`src/rtl/rv_pkg.sv`:
```
// Shared RV32 definitions for the memory-access stage: load/store size codes,
// the bus FSM state encoding and the datapath width.
package rv_pkg;

   localparam int XLEN = 32;

   localparam logic [2:0] F3_LB  = 3'b000;
   localparam logic [2:0] F3_LH  = 3'b001;
   localparam logic [2:0] F3_LW  = 3'b010;
   localparam logic [2:0] F3_LBU = 3'b100;
   localparam logic [2:0] F3_LHU = 3'b101;
   localparam logic [2:0] F3_SB  = 3'b000;
   localparam logic [2:0] F3_SH  = 3'b001;
   localparam logic [2:0] F3_SW  = 3'b010;

   typedef enum logic {
      IDLE = 1'b0,
      WAIT = 1'b1
   } mem_state_t;

endpackage

```
`src/rtl/load_store_align.sv`:
```
// Combinational store lane/byte-enable generation, load extraction/extension and alignment check.
// Zero latency, no state; backpressure is handled entirely by the caller.
module load_store_align
   import rv_pkg::*;
(
   input  logic [2:0]  func3,
   input  logic [1:0]  addr,
   input  logic        is_store,
   input  logic [31:0] wdata,
   input  logic [31:0] rdata,
   output logic        aligned,
   output logic [3:0]  be,
   output logic [31:0] lane_wdata,
   output logic [31:0] load_data
);

   logic [7:0]  byte_sel;
   logic [15:0] half_sel;

   always_comb begin
      aligned = 1'b0;
      case (func3[1:0])
         2'b00:   aligned = 1'b1;
         2'b01:   aligned = ~addr[0];
         2'b10:   aligned = (addr == 2'b00);
         default: aligned = 1'b0;
      endcase
   end

   // Loads always fetch the whole word; only stores narrow the enables.
   always_comb begin
      be         = 4'b1111;
      lane_wdata = wdata;
      if (is_store) begin
         case (func3[1:0])
            2'b00: begin
               be         = 4'b0001 << addr;
               lane_wdata = {4{wdata[7:0]}};
            end
            2'b01: begin
               be         = 4'b0011 << {addr[1], 1'b0};
               lane_wdata = {2{wdata[15:0]}};
            end
            default: begin
               be         = 4'b1111;
               lane_wdata = wdata;
            end
         endcase
      end
   end

   always_comb begin
      byte_sel  = rdata[{addr, 3'b000} +: 8];
      half_sel  = addr[1] ? rdata[31:16] : rdata[15:0];
      load_data = rdata;
      case (func3)
         F3_LB:   load_data = {{24{byte_sel[7]}}, byte_sel};
         F3_LH:   load_data = {{16{half_sel[15]}}, half_sel};
         F3_LW:   load_data = rdata;
         F3_LBU:  load_data = {24'h000000, byte_sel};
         F3_LHU:  load_data = {16'h0000, half_sel};
         default: load_data = rdata;
      endcase
   end

endmodule

```
`src/rtl/mem_access_stage.sv`:
```
// RISC-V M stage: data-memory bus FSM, MEM/WB register and branch resolution; zero-wait
// accesses complete in-cycle, otherwise stallM freezes upstream until ready or timeout.
module mem_access_stage
   import rv_pkg::*;
#(
   parameter int TIMEOUT = 255,
   parameter int XLEN    = 32
) (
   input  logic            clock,
   input  logic            reset,
   input  logic            memToRegM,
   input  logic            regWriteM,
   input  logic            memReadM,
   input  logic            memWriteM,
   input  logic            branchM,
   input  logic            alu_zeroM,
   input  logic [2:0]      func3M,
   input  logic [4:0]      write_regM,
   input  logic [XLEN-1:0] alu_outM,
   input  logic [XLEN-1:0] write_dataM,
   input  logic [XLEN-1:0] PC_M,
   output logic            pcSrcM,
   output logic [XLEN-1:0] branch_targetM,
   output logic            stallM,
   output logic            dmem_req,
   output logic            dmem_we,
   output logic [XLEN-1:0] dmem_addr,
   output logic [XLEN-1:0] dmem_wdata,
   output logic [3:0]      dmem_be,
   input  logic            dmem_ready,
   input  logic [XLEN-1:0] dmem_rdata,
   output logic            memToRegW,
   output logic            regWriteW,
   output logic [4:0]      write_regW,
   output logic [XLEN-1:0] dataReadW,
   output logic [XLEN-1:0] alu_outW,
   output logic            misalign_err,
   output logic            bus_err
);

   localparam logic [7:0] TMO_LAST = 8'(TIMEOUT - 1);

   mem_state_t  state, state_nxt;
   logic [7:0]  wait_cnt;
   logic        memop, aligned, req_raw, timeout, misalign, complete;
   logic [3:0]  be;
   logic [31:0] lane_wdata, load_data;

   load_store_align u_align (
      .func3      (func3M),
      .addr       (alu_outM[1:0]),
      .is_store   (memWriteM),
      .wdata      (write_dataM),
      .rdata      (dmem_rdata),
      .aligned    (aligned),
      .be         (be),
      .lane_wdata (lane_wdata),
      .load_data  (load_data)
   );

   assign memop    = memReadM | memWriteM;
   assign misalign = (state == IDLE) & memop & ~aligned;

   always_comb begin
      state_nxt = state;
      req_raw   = 1'b0;
      timeout   = 1'b0;
      case (state)
         IDLE: begin
            req_raw = memop & aligned;
            if (req_raw & ~dmem_ready)
               state_nxt = WAIT;
         end
         WAIT: begin
            req_raw = 1'b1;
            if (dmem_ready)
               state_nxt = IDLE;
            else if (wait_cnt == TMO_LAST) begin
               timeout   = 1'b1;
               state_nxt = IDLE;
            end
         end
         default: state_nxt = IDLE;
      endcase
   end

   // Request is qualified by reset so an in-flight access is dropped the instant reset asserts.
   assign dmem_req   = req_raw & reset;
   assign dmem_we    = dmem_req & memWriteM;
   assign dmem_be    = reset ? be : 4'b0000;
   assign dmem_addr  = {alu_outM[31:2], 2'b00};
   assign dmem_wdata = lane_wdata;
   assign complete   = dmem_req & dmem_ready;
   assign stallM     = dmem_req & ~dmem_ready & ~timeout;

   assign pcSrcM         = branchM & alu_zeroM;
   assign branch_targetM = PC_M;

   always_ff @(posedge clock or negedge reset) begin
      if (!reset) begin
         state    <= IDLE;
         wait_cnt <= 8'd0;
      end else begin
         state <= state_nxt;
         if (state == IDLE)
            wait_cnt <= 8'd0;
         else
            wait_cnt <= wait_cnt + 8'd1;
      end
   end

   always_ff @(posedge clock or negedge reset) begin
      if (!reset) begin
         memToRegW    <= 1'b0;
         regWriteW    <= 1'b0;
         write_regW   <= 5'd0;
         dataReadW    <= '0;
         alu_outW     <= '0;
         misalign_err <= 1'b0;
         bus_err      <= 1'b0;
      end else begin
         misalign_err <= misalign;
         bus_err      <= timeout;
         if (stallM | misalign | timeout) begin
            regWriteW <= 1'b0;
            memToRegW <= 1'b0;
         end else begin
            regWriteW  <= regWriteM;
            memToRegW  <= memToRegM;
            write_regW <= write_regM;
            alu_outW   <= alu_outM;
            if (memReadM & complete)
               dataReadW <= load_data;
         end
      end
   end

endmodule

```
`config.mk`:
```
export PLATFORM = sky130hd
export DESIGN_NAME = mem_access_stage
export DESIGN_NICKNAME = d
export VERILOG_FILES = /design/src/rtl/rv_pkg.sv /design/src/rtl/load_store_align.sv /design/src/rtl/mem_access_stage.sv
export SDC_FILE = /design/constraint.sdc
export NUM_CORES = 1
export LEC_CHECK = 0
export ABC_CLOCK_PERIOD_IN_PS = 2000
export CAP_MARGIN = 20
export CELL_PAD_IN_SITES_DETAIL_PLACEMENT = 0
export CELL_PAD_IN_SITES_GLOBAL_PLACEMENT = 1
export CORE_ASPECT_RATIO = 1.5
export CORE_MARGIN = 10
export CORE_UTILIZATION = 23
export DETAILED_ROUTE_END_ITERATION = 7
export GPL_ROUTABILITY_DRIVEN = 0
export PLACE_DENSITY_LB_ADDON = 0.15
export SYNTH_ARGS = -nofsm -noshare
export SYNTH_HDL_FRONTEND = slang
export SYNTH_SLANG_ARGS = --single-unit
```
`constraint.sdc`:
```
create_clock -name clock -period 2 [get_ports clock]
set_input_delay 0.4 -clock clock [delete_from_list [all_inputs] [get_ports clock]]
set_output_delay 0.4 -clock clock [all_outputs]
set_load 0.05 [all_outputs]
```
==> results.txt <==
In this run the mean area of a mapped cell was 11.07 µm². The final hold slack is 0.08202 ns. The post-detailed-route count of antenna-violating nets came out at 0.

The synthesis-to-finish area growth is 85.03%. The cell sitting at the root of the clock tree is a clkbuf_16. The share of synthesized registers carrying an async set or reset is 100.0%. The post-synthesis mux area share came out at 24.40%. The total iterations of the first detailed-routing run is 4. The kind of cell with the highest combined delay along the critical path is flip-flops. The netlist uses 41 different library cells. The number of flops mapped to enable cells by yosys came out at 0. The worst setup path is of the register to primary output kind. The achievable clock frequency is 460.5 MHz. The worst setup path is launched from a register. The cell area after layout is 8890 µm². The net count reported at finish came out at 809.

The static power due to leakage came out at 3.974 nW. The power density normalized to cell area came out at 877.5 nW/µm². The number of vias after detailed routing came out at 4131. The H-tree was split into 3 levels.

Sequential cells were found to cover 42.71% of the synthesized design area. The count of buffers added on input and output ports is 255. In the global route stage, met3 resource usage came out at 5.053%.

The endpoint identified for the worst register-to-register timing path is alu_outW[17]. At the pin with the least slew margin, the transition time is 0.6178 ns. The path class of the lowest-slack min-delay path is input pin to asynchronous set/reset pin.

The number of sinks driven by the clock tree is 82. The synthesized netlist devotes 9.089% of its cell area to compound gates. For the worst setup path, the data arrival time is 1.77 ns. The overall overflow remaining after global route is 0. Leaving out fill and tap cells, the most frequent cells in the layout are 158 x clkdlybuf4s50_1, 81 x dfrtp_1, 70 x buf_12, 59 x buf_4, 45 x mux2_4. The worst supply voltage drop on vdd came out at 409.6 µV.

Leaving out fill and tap cells, the most frequent cell in the layout is clkdlybuf4s50_1. The share of final-layout standard cells stronger than drive strength 1 came out at 42.73%. Setup repair after global routing could not meet its margin everywhere.

The number of standard cells after synthesis is 434. Counting cells, the worst reg-to-reg path comes to 9. By area, the combinational part of the netlist is dominated by multiplexers. The number of core rows is 64. The maximum buffer depth of the clock tree is 2. The setup violation total in the final timing report is 39. The flow ran to the end, but the final reports show violations. Summing the areas of all xor and xnor instances in the mapped netlist gives 1.094% of the synthesized area.

The global routing met2 resource utilization is 23.69%. The wire length per cell after detailed routing came out at 20.57 µm. Summing all placed instances gives a cell area of 8053 µm². The region available for standard cell placement spans 20500 µm². Across all setup checks in the final design, the least slack found is -0.1713 ns. The library cell contributing the largest single delay on the critical path is dfrtp_1.

The remaining max-slew budget at the tightest pin is 58.81%. The die area came out at 27190 µm². The signal on the critical path passes through inv_1, ha_2, nand4_1, o21ba_4, buf_6, and3_4, buf_12. The total power draw came out at 7.801 mW. In this run the critical register-to-register path is launched from wait_cnt[0]. met2 is the most crowded layer. The die is 197.0 µm tall.

The final critical path takes up 108.6% of the cycle. In the synthesized netlist the dominant register cell turns out to be dfrtp_1. The number of synthesized register bits came out at 82. Dividing the detail-routed via count by the number of cells gives 4.432. The overall die width is 138.0 µm. At the worst endpoint, the required time is 1.60 ns.

The maximum number of pins on one net before global-route repair came out at 47. The via count of the first global-routing pass came out at 4610. The post-synth design cell area came out at 4805 µm². The setup slack after placement came out at -0.7331 ns. The number of buffers and inverters on the critical path is 3.

The TritonCTS clock tree is built. The first-pass GRT wire length came out at 28.73 mm. The HPWL reported at the end of detailed placement came out at 14.81 mm.

The I/O pin count came out at 322. For the finished layout, the period the worst path requires is 2.171 ns. The count of routing violations after the opening detailed-route iteration is 149. The max-slew violation total from the final report was 0. The initial antenna violation count is 1. The worst clock skew is 0.007455 ns. For this run, global-route usage on met1 was measured as 14.00%. The CTS buffer count is 9. The routed design has 19.17 mm of wire. The fraction of the mapped netlist area in simple logic gates is 7.656%.

The final number of hold-violating endpoints was 0. The starting density of the core is 23.44%. The clock transition at the register clock pins on the worst setup and hold paths after CTS is 0.06 ns. For this run, the slowest stage of the critical path takes 0.37 ns.

STA classifies the critical path endpoint as a primary output. The synthesized netlist devotes 0.5208% of its cell area to adder and majority cells. The final reports fail on setup timing. The Yosys step of the flow raised 0 warnings.

The clock reaches the later pin of the worst-skew pair after 0.34 ns. The final standard cell utilization of the core came out at 43.37%. Across all register-to-register paths, the minimum setup slack is -0.12 ns. The tool flagged a number of max-cap violations equal to 0. The global-route usage over all layers came out at 13.25%. The DRC violations left is 0. Of all nets on the critical path, the largest fanout is 2.
how the worst max path moves through the flow:
stage | start | end | depth (start not counted)
after floorplan | memWriteM | alu_outW[10] | 6
final | wait_cnt[0] | stallM | 7
after detailed placement | memWriteM | write_regW[4] | 6
after CTS | wait_cnt[0] | stallM | 7
after global placement | memWriteM | write_regW[3] | 6
after global routing | wait_cnt[0] | stallM | 7
kinds of logic (layout without fill, tap and decap cells):
family / Yosys count / count (layout)
compound gates: 61 / 61
xor+xnor: 6 / 6
fa+ha+maj: 2 / 2
buf+inv: 102 / 334
flops: 82 / 82
mux: 105 / 105
other cells: 1 / 3
simple gates: 75 / 75
cell usage after synthesis, types with 3 or more instances:
cell type / number / area (µm²)
clkbuf_1: 15 / 56.30
o221ai_1: 7 / 61.31
mux2_2: 79 / 889.6
nor2b_1: 4 / 25.02
nand2b_1: 3 / 18.77
a22oi_1: 7 / 52.55
o21a_1: 3 / 22.52
a221o_1: 8 / 80.08
nand2_1: 33 / 123.9
nor2_1: 7 / 26.28
mux2i_1: 17 / 170.2
nand4_1: 3 / 18.77
o21ai_0: 25 / 125.1
nand3_1: 4 / 20.02
mux2_1: 8 / 90.09
buf_2: 5 / 25.02
dfrtp_1: 82 / 2052
and2_1: 12 / 75.07
and3_1: 3 / 18.77
a21oi_1: 3 / 15.01
xnor2_1: 5 / 43.79
buf_4: 75 / 563.0
inv_1: 4 / 15.01
report_power, final:
part           internal (mW)  switching, mW  total (mW)
clock network           1.11          0.727        1.83
logic                   1.62           2.19        3.82
registers               1.97          0.176        2.15
total                   4.71           3.10        7.80
metal layers:
metal	wire length (µm)	vias up	share of wire (%)
met1	7293	1997	38
met2	10090	191	53
li1	-	1921	-
met4	343	0	1.8
met3	1444	22	7.5
met5	0	-	0
sequential cells by signal, summed over array words and instances, names as in the netlist:
name	cells
state	1
wait_cnt	8
memToRegW	1
regWriteW	1
bus_err	1
alu_outW	32
misalign_err	1
write_regW	5
dataReadW	32
cell type report:
class                   instances  area [µm²]
inverters                       4       15.01
clock buffers                   9       225.2
clock inverters                 7       98.84
well taps                     264       330.3
multi-input cells             251        2345
repair buffers                314        3820
fillers                      1989       11610
diodes                          1       2.502
flip-flops and latches         82        2053
through the flow:
step / cells / TNS, ns
3_3_place_gp: 898 / -50.10
4_1_cts: 926 / -3.094
5_1_grt: 931 / -6.707
2_1_floorplan: 435 / -1.227
6_report: 932 / -2.857
3_5_place_dp: 898 / -53.80
worst register-to-register path, stage by stage, from the launching register on:
cell and delay (ns):
dfrtp_1 0.37, inv_1 0.07, ha_2 0.16, nand4_1 0.15, o21ba_4 0.27, a311oi_4 0.26
buf_6 0.16, buf_6 0.12, clkbuf_16 0.15, mux2_4 0.30
what timing repair did:
| item | in CTS | in global routing |
|---|---|---|
| pin swaps | 5 | 7 |
| gates cloned | 4 | 2 |
| setup buffers | 7 | 4 |
| hold buffers | 1 | 0 |
| endpoints found under the setup margin | 101 | 54 |
| endpoints found under the hold margin | 3 | 0 |
| resized for setup | 41 | 55 |
Power figures use the tool's default switching activity.
